## config.mk

```make
export PLATFORM = sky130hd
export DESIGN_NAME = rle_decoder_flat
export DESIGN_NICKNAME = d
export VERILOG_FILES = /design/src/rtl/rle_decoder_if.sv /design/src/rtl/rle_decoder.sv /design/src/flat_wrapper.sv
export SDC_FILE = /design/constraint.sdc
export NUM_CORES = 1
export LEC_CHECK = 0
export CAP_MARGIN = 10
export CORE_MARGIN = 1.5
export CORE_UTILIZATION = 45
export DETAILED_ROUTE_END_ITERATION = 12
export PLACE_DENSITY = 0.77
export SYNTH_ARGS = -nofsm -noshare
export SYNTH_HDL_FRONTEND = slang
export SYNTH_SLANG_ARGS = --single-unit
```

## constraint.sdc

```tcl
create_clock -name clk -period 12 [get_ports clk]
set_input_delay 3.6 -clock clk [delete_from_list [all_inputs] [get_ports clk]]
set_output_delay 3.6 -clock clk [all_outputs]
set_load 0.005 [all_outputs]
```

## src/rtl/rle_decoder_if.sv

```systemverilog
// Memory port A bundle between the RLE decoder (master) and a single-port synchronous RAM (slave).
interface rle_decoder_if;
    logic        port_A_clk;
    logic [31:0] port_A_data_in;
    logic [31:0] port_A_data_out;
    logic [15:0] port_A_addr;
    logic        port_A_we;

    modport master (
        output port_A_clk,
        output port_A_data_in,
        output port_A_addr,
        output port_A_we,
        input  port_A_data_out
    );

    modport slave (
        input  port_A_clk,
        input  port_A_data_in,
        input  port_A_addr,
        input  port_A_we,
        output port_A_data_out
    );
endinterface

```

## src/rtl/rle_decoder.sv

```systemverilog
// Run-length decoder: reads (symbol, count) byte pairs from memory and writes the expanded
// byte stream back as little-endian 32-bit words through the shared memory port.
module rle_decoder (
    input  logic          clk,
    input  logic          reset,
    input  logic          start,
    input  logic [31:0]   rle_addr,
    input  logic [31:0]   rle_size,
    input  logic [31:0]   message_addr,
    output logic [31:0]   message_size,
    output logic          done,
    rle_decoder_if.master port_a
);

    typedef enum logic [2:0] {
        StIdle, StRdReq, StRdWait, StExpand, StWr, StFlush, StDone
    } state_e;

    state_e      state_q, state_d;
    logic [31:0] src_q, src_d;
    logic [31:0] len_q, len_d;
    logic [31:0] dst_q, dst_d;
    logic [31:0] bi_q, bi_d;
    logic [31:0] word_q, word_d;
    logic        wv_q, wv_d;
    logic [7:0]  sym_q, sym_d;
    logic        have_sym_q, have_sym_d;
    logic [7:0]  cnt_q, cnt_d;
    logic [31:0] asm_q, asm_d;
    logic [2:0]  asm_n_q, asm_n_d;
    logic [31:0] wr_n_q, wr_n_d;
    logic [31:0] size_q, size_d;

    logic        in_end;
    logic        run_end;
    logic [7:0]  cur_byte;
    logic [31:0] addr_full;
    logic        addr_unused;

    // in_end: every whole pair has been parsed; a trailing odd byte is never consumed
    assign in_end   = (bi_q >= len_q);
    assign run_end  = (cnt_q == 8'd0) && in_end;
    assign cur_byte = word_q[{bi_q[1:0], 3'b000} +: 8];

    always_ff @(posedge clk or posedge reset) begin
        if (reset) begin
            state_q <= StIdle;
        end else begin
            state_q <= state_d;
        end
    end

    always_comb begin
        state_d = state_q;
        unique case (state_q)
            StIdle, StDone: begin
                if (start) state_d = (rle_size < 32'd2) ? StFlush : StRdReq;
            end
            StRdReq:  state_d = StRdWait;
            StRdWait: state_d = StExpand;
            StExpand: begin
                if (cnt_q != 8'd0) begin
                    if (asm_n_q == 3'd3)                 state_d = StWr;
                    else if (cnt_q == 8'd1 && in_end)    state_d = StFlush;
                end else if (in_end) begin
                    state_d = (asm_n_q != 3'd0) ? StFlush : StDone;
                end else if (!wv_q) begin
                    state_d = StRdReq;
                end
            end
            StWr:     state_d = run_end ? StDone : StExpand;
            StFlush:  state_d = StDone;
            default:  state_d = StIdle;
        endcase
    end

    always_comb begin
        src_d      = src_q;
        len_d      = len_q;
        dst_d      = dst_q;
        bi_d       = bi_q;
        word_d     = word_q;
        wv_d       = wv_q;
        sym_d      = sym_q;
        have_sym_d = have_sym_q;
        cnt_d      = cnt_q;
        asm_d      = asm_q;
        asm_n_d    = asm_n_q;
        wr_n_d     = wr_n_q;
        size_d     = size_q;
        unique case (state_q)
            StIdle, StDone: begin
                if (start) begin
                    src_d      = rle_addr;
                    len_d      = {rle_size[31:1], 1'b0};
                    dst_d      = message_addr;
                    bi_d       = '0;
                    wv_d       = 1'b0;
                    have_sym_d = 1'b0;
                    cnt_d      = '0;
                    asm_d      = '0;
                    asm_n_d    = '0;
                    wr_n_d     = '0;
                    size_d     = '0;
                end
            end
            StRdWait: begin
                word_d = port_a.port_A_data_out;
                wv_d   = 1'b1;
            end
            StExpand: begin
                if (cnt_q != 8'd0) begin
                    asm_d[{asm_n_q[1:0], 3'b000} +: 8] = sym_q;
                    asm_n_d = asm_n_q + 3'd1;
                    cnt_d   = cnt_q - 8'd1;
                    size_d  = size_q + 32'd1;
                end else if (!in_end && wv_q) begin
                    // Symbol survives a word refill when its count sits in the next word
                    if (have_sym_q) begin
                        cnt_d      = cur_byte;
                        have_sym_d = 1'b0;
                    end else begin
                        sym_d      = cur_byte;
                        have_sym_d = 1'b1;
                    end
                    bi_d = bi_q + 32'd1;
                    if (bi_q[1:0] == 2'd3) wv_d = 1'b0;
                end
            end
            StWr, StFlush: begin
                if (asm_n_q != 3'd0) begin
                    asm_d   = '0;
                    asm_n_d = '0;
                    wr_n_d  = wr_n_q + 32'd1;
                end
            end
            default: ;
        endcase
    end

    always_ff @(posedge clk or posedge reset) begin
        if (reset) begin
            src_q      <= '0;
            len_q      <= '0;
            dst_q      <= '0;
            bi_q       <= '0;
            word_q     <= '0;
            wv_q       <= 1'b0;
            sym_q      <= '0;
            have_sym_q <= 1'b0;
            cnt_q      <= '0;
            asm_q      <= '0;
            asm_n_q    <= '0;
            wr_n_q     <= '0;
            size_q     <= '0;
        end else begin
            src_q      <= src_d;
            len_q      <= len_d;
            dst_q      <= dst_d;
            bi_q       <= bi_d;
            word_q     <= word_d;
            wv_q       <= wv_d;
            sym_q      <= sym_d;
            have_sym_q <= have_sym_d;
            cnt_q      <= cnt_d;
            asm_q      <= asm_d;
            asm_n_q    <= asm_n_d;
            wr_n_q     <= wr_n_d;
            size_q     <= size_d;
        end
    end

    always_comb begin
        port_a.port_A_we      = 1'b0;
        port_a.port_A_data_in = '0;
        addr_full             = '0;
        unique case (state_q)
            StRdReq: addr_full = src_q + {bi_q[31:2], 2'b00};
            StWr, StFlush: begin
                if (asm_n_q != 3'd0) begin
                    port_a.port_A_we      = 1'b1;
                    port_a.port_A_data_in = asm_q;
                    addr_full             = dst_q + (wr_n_q << 2);
                end
            end
            default: ;
        endcase
    end

    assign port_a.port_A_addr = addr_full[15:0];
    assign port_a.port_A_clk  = clk;
    assign addr_unused        = ^addr_full[31:16];
    assign message_size       = size_q;
    assign done               = (state_q == StDone);

endmodule

```

## src/flat_wrapper.sv

```systemverilog
// flat-port wrapper written by rule: the top's interface ports become plain ports
module rle_decoder_flat 
  (clk, reset, start, rle_addr, rle_size, message_addr, message_size, done, port_a_port_A_clk, port_a_port_A_data_in, port_a_port_A_addr, port_a_port_A_we, port_a_port_A_data_out);
  rle_decoder_if port_a_i ();
  input  logic clk;
  input  logic reset;
  input  logic start;
  input  logic [31:0] rle_addr;
  input  logic [31:0] rle_size;
  input  logic [31:0] message_addr;
  output logic [31:0] message_size;
  output logic done;
  output wire logic [$bits(port_a_i.port_A_clk)-1:0] port_a_port_A_clk;
  output wire logic [$bits(port_a_i.port_A_data_in)-1:0] port_a_port_A_data_in;
  output wire logic [$bits(port_a_i.port_A_addr)-1:0] port_a_port_A_addr;
  output wire logic [$bits(port_a_i.port_A_we)-1:0] port_a_port_A_we;
  input wire logic [$bits(port_a_i.port_A_data_out)-1:0] port_a_port_A_data_out;
  assign port_a_port_A_clk = port_a_i.port_A_clk;
  assign port_a_port_A_data_in = port_a_i.port_A_data_in;
  assign port_a_port_A_addr = port_a_i.port_A_addr;
  assign port_a_port_A_we = port_a_i.port_A_we;
  assign port_a_i.port_A_data_out = port_a_port_A_data_out;
  rle_decoder u_core (.clk(clk), .reset(reset), .start(start), .rle_addr(rle_addr), .rle_size(rle_size), .message_addr(message_addr), .message_size(message_size), .done(done), .port_a(port_a_i));
endmodule
```

==> flow_metrics.tcl, run 1 <==
set metrics [dict create \
    vias_per_cell 5.46 \
    die_h_um 170 \
    start_kind "clock port" \
    synth_ff_type "dfrtp_1" \
    nNetsFinal 1711 \
    cts.hold.buffers_added 0 \
    setup_slack_ns 1.72 \
    drt_first_pass_iters 5 \
    peakVddDrop_v 0.000125 \
    ant_nets 0 \
    area_growth_pct 24.7 \
    worstMarginPinSlew_ns 0.967 \
    globalplace.congestion 0.865 \
    synth_largest_area_cell "dfrtp_1" \
    path_clk_slew_ns 0.06 \
    antenna_found_initial 1 \
    async_flop_share_pct 100 \
    grt_pass1_wl_mm 51.4 \
    start_util_pct 45.5 \
    hold_viol 0 \
    status "completed" \
    drive_gt1_share_pct 8.51 \
    synth_seq_cells 229 \
    synth.avg_cell_area_um2 9.34 \
    p_leak_nw 6.85 \
    yosysWarningCount 0 \
    die_area_um2 28900 \
    cp_data_arrival_time_ns 6.68 \
    wirelength_mm 31.6 \
    final_util_pct 56.7 \
    hp-class "reg2reg" \
    setup_tns_ns 0 \
    worstSetupPathType "clk2out" \
    cap_violations 0 \
    synth_area_leaders "dfrtp_1, ha_1, nand2_1, o21ai_0, mux2_2" \
    seq_area_um2 5730 \
    die_w_um 170 \
    fillCellCount 2393 \
    grt_usage_pct 22.1 \
    cts_setup_buffers 0 \
    grt_pass1_vias 10200 \
    final_cell_area_um2 15700 \
    whs_ns 0.477 \
    dpl_worst_slack_ns 1.99 \
    yosysMostFrequentCell "dfrtp_1" \
    cts_tree "built" \
    placed_area_um2 14700 \
    slew_violations 0 \
    synth_top_area_share_pct 45.6 \
    setup_viol 0 \
    synthTopCellsByCount "dfrtp_1, nand2_1, nor2_1" \
    numPortBuffers 180 \
    drc_errors 0 \
    syn-num-nets 1546 \
    syn-cell-area_um2 12600 \
    cts_resized 0 \
    grt_max_degree 123 \
    synth-edff-count 0 \
    ys_seq_area_share_pct 45.6 \
    pwr_density_cell_nw_per_um2 200 \
    insertion_delay_ns 0.65 \
    slew_headroom_pct 35.5 \
    finClkSkew_ns 0.0237 \
    multiInputGateArea_um2 6240 \
    gr-total-overflow 0 \
    post_drt_wl_per_cell_um 16.6 \
    io_pins 214 \
    antenna_cells 0 \
    rows 61 \
    rsz0062_at_grt "no" \
    required_ns 8.40 \
    core_um2 27600 \
    endpoint_kind "output port" \
    drt_iter0_markers 714 \
    hpwlAfterDp_mm 21.9 \
    num_vias 10400 \
    crit_fanout 2 \
    syn_inst 1346 \
    synth.distinct_cells 76 \
]
-- area by class of cell --
class,count,share of cell area [%]
timing repair buffer,187,11.8
multi-input combinational,967,39.8
tap,378,3.02
sequential,229,36.6
clock inverter,9,1.03
clock buffer,40,5.44
inverter,96,2.35
-- power by group --
group | total [mW] | switching, mW | internal, mW
registers | 1.16 | 0.179 | 0.983
logic | 1.06 | 0.615 | 0.450
clock network | 0.912 | 0.333 | 0.579
-- cell families after synthesis --
kind of cell | share of synthesized area, %
AO/OA/AOI/OAI | 12.7
XOR/XNOR | 4.25
adder cells (fa/ha/maj) | 7.07
buffers and inverters | 4.81
flip-flops | 45.6
multiplexers | 5.74
AND/OR/NAND/NOR | 19.8
-- layout by cell type, fill, tap and decap left out, types with 12 or more instances in the layout --
| cell type | instances |
|---|---|
| dfrtp_1 | 229 |
| nand2_1 | 205 |
| clkdlybuf4s50_1 | 180 |
| nor2_1 | 112 |
| o21ai_0 | 98 |
| inv_1 | 93 |
| nand3_1 | 72 |
| ha_1 | 67 |
| a21oi_1 | 44 |
| mux2_2 | 41 |
| xor2_1 | 33 |
| clkbuf_16 | 29 |
| xnor2_1 | 28 |
| nor3_1 | 25 |
| nand4_1 | 23 |
| and3_1 | 16 |
| a21o_1 | 15 |
| o22ai_1 | 15 |
| nor4_1 | 15 |
| or3_1 | 12 |
-- state kept, by name, summed over array words and instances (netlist names), 14 cells and up --
signal	flops
u_core.wr_n_q	14
u_core.len_q	31
u_core.bi_q	32
u_core.dst_q	16
u_core.src_q	16
u_core.word_q	32
u_core.message_size	32
u_core.asm_q	32
-- through the flow --
stage,std cells,total power [mW]
2_1_floorplan,1346,1.91
3_3_place_gp,1858,2.19
3_5_place_dp,1858,2.23
4_1_cts,1906,3.16
5_1_grt,1906,3.34
6_report,1906,3.14
-- worst max-delay path: stages --
cell	delay [ns]
clkbuf_16	0.12
clkbuf_16	0.13
clkdlybuf4s50_1	0.43
-- metal layers --
metal / global-route usage (%) / vias up / share of wire [%]
met5: 0 / - / 0.035
met4: 5.66 / 2 / 2.1
met3: 5.47 / 61 / 6.7
met2: 36.7 / 273 / 47
met1: 28.8 / 5055 / 44
li1: - / 5013 / -
-- worst paths after layout --
path | from | end | slack [ns] | depth (start not counted)
max | clk | port_a_port_A_clk | 1.72 | 3
min reg2reg | u_core.dst_q[1] | u_core.dst_q[1] | 0.48 | 2
max reg2reg | u_core.bi_q[1] | u_core.bi_q[23] | 7.93 | 10
max in group asynchronous | reset | u_core.word_q[0] | 7.09 | 3
min | u_core.dst_q[1] | u_core.dst_q[1] | 0.48 | 2
min in group asynchronous | reset | u_core.message_size[22] | 3.50 | 2
(Power assumes the default switching activity.)
==> inputs of run 2 (changes only) <==
Settings changed: CORE_ASPECT_RATIO set to 0.6.
==> run 2 against run 1 <==
  * Register-to-register slack got worse by 0.07 ns
  * Via count increased by 1.4%
  * Global-route usage rose by 0.78 points
  * Count of clock-buffer cells in the layout down 8
  * Highest routed layer is now met4
  * Flip-flop and latch count stayed put
==> flow_metrics.tcl, run 2 (synthesis gave the netlist of run 1 again) <==
set metrics [dict create \
    slew_violations 0 \
    cts.hold.buffers_added 0 \
    dpl_worst_slack_ns 1.99 \
    cap_violations 0 \
    ant_nets 0 \
    gr-total-overflow 0 \
    pwr_density_cell_nw_per_um2 201 \
    hpwlAfterDp_mm 23.7 \
    die_h_um 132 \
    drc_errors 0 \
    setup_tns_ns 0 \
    hp-class "reg2reg" \
    p_leak_nw 6.81 \
    worstSetupPathType "clk2out" \
    grt_use_met3_pct 5.13 \
    required_ns 8.40 \
    setup_viol 0 \
    hold_viol 0 \
    setup_slack_ns 1.72 \
    worstMarginPinSlew_ns 1.06 \
    numPortBuffers 180 \
    grt_usage_pct 22.9 \
    drt_first_pass_iters 7 \
    final_cells 1891 \
    nNetsFinal 1707 \
    r2r-start "u_core.bi_q[1]" \
    slew_headroom_pct 29.2 \
    crit_fanout 2 \
    die_area_um2 29000 \
    grtUsageMet2_pct 32.0 \
    final_common_cell "dfrtp_1" \
    finClkSkew_ns 0.0212 \
    antenna_found_initial 0 \
    holdCritStartpoint "u_core.src_q[5]" \
    dp_cells 1846 \
    grt_pass1_vias 10100 \
    rsz0062_at_grt "no" \
    cp_data_arrival_time_ns 6.68 \
    grt_pass1_wl_mm 52.6 \
    start_kind "clock port" \
    cts_resized 0 \
    cts_setup_buffers 0 \
    top_usage_layer "met1" \
    vias_per_cell 5.58 \
    antenna_cells 0 \
    rrSetupSlack_ns 7.86 \
    num_vias 10600 \
    core_um2 27500 \
    grt_max_degree 148 \
    endpoint_kind "output port" \
    peakVddDrop_v 0.0000995 \
    io_pins 214 \
    area_growth_pct 23.8 \
    rows 47 \
    crit_start "clk" \
    post_drt_wl_per_cell_um 17.5 \
    start_util_pct 45.7 \
    wirelength_mm 33.2 \
    path_clk_slew_ns 0.07 \
    status "completed" \
    insertion_delay_ns 0.65 \
    gr-usage-met1_pct 35.4 \
    globalplace.congestion 0.871 \
    drt_iter0_markers 941 \
    die_w_um 219 \
    drive_gt1_share_pct 8.33 \
    cts_tree "built" \
    final_cell_mix "dfrtp_1, nand2_1, clkdlybuf4s50_1" \
]
## run 2: changes by cell type in the layout (fill, tap and decap cells not counted), sizes merged
cell    change
buf         -1
bufinv      +1
clkbuf      -8
clkinv      +3
inv         +1
## run 2: through the flow
stage / utilization (%) / area (um^2) / total power, mW / hold slack [ns]
6_report: 56.6 / 15600 / 3.12 / 0.485
5_1_grt: 56.6 / 15600 / 3.31 / 0.506
4_1_cts: 56.6 / 15600 / 3.13 / 0.484
3_5_place_dp: 53.2 / 14700 / 2.26 / 0.467
3_3_place_gp: 53.2 / 14700 / 2.21 / 0.462
2_1_floorplan: - / 12600 / 1.91 / 0.446
## run 2: metal layers
metal	wire length (um)	share of wire (%)
met4	579	1.7
met5	0	0
met3	2410	7.3
met2	13700	41
met1	16400	50
## run 2: layout make-up
class	instances	area (um^2)
fillers	2408	12000
multi-input cells	967	6240
flip-flops and latches	229	5730
repair buffers	186	1840
clock buffers	32	719
well taps	367	459
inverters	96	368
clock inverters	14	208
## run 2: path summary, 6_finish.rpt
check	endpoint	cells after the start
hold reg to reg	u_core.src_q[5]	2
min in group asynchronous	u_core.len_q[19]	2
setup / recovery	port_a_port_A_clk	3
hold / removal	u_core.src_q[5]	2
max in group asynchronous	u_core.asm_n_q[1]	3
setup reg to reg	u_core.bi_q[19]	10
## run 2: power by group
group          internal [mW]  switching (mW)
registers              0.982           0.180
logic                  0.452           0.650
clock network          0.534           0.326
## run 2: worst max-delay path, cell delays in order
cell             delay (ns)
clkbuf_16              0.12
clkbuf_16              0.13
clkdlybuf4s50_1        0.43
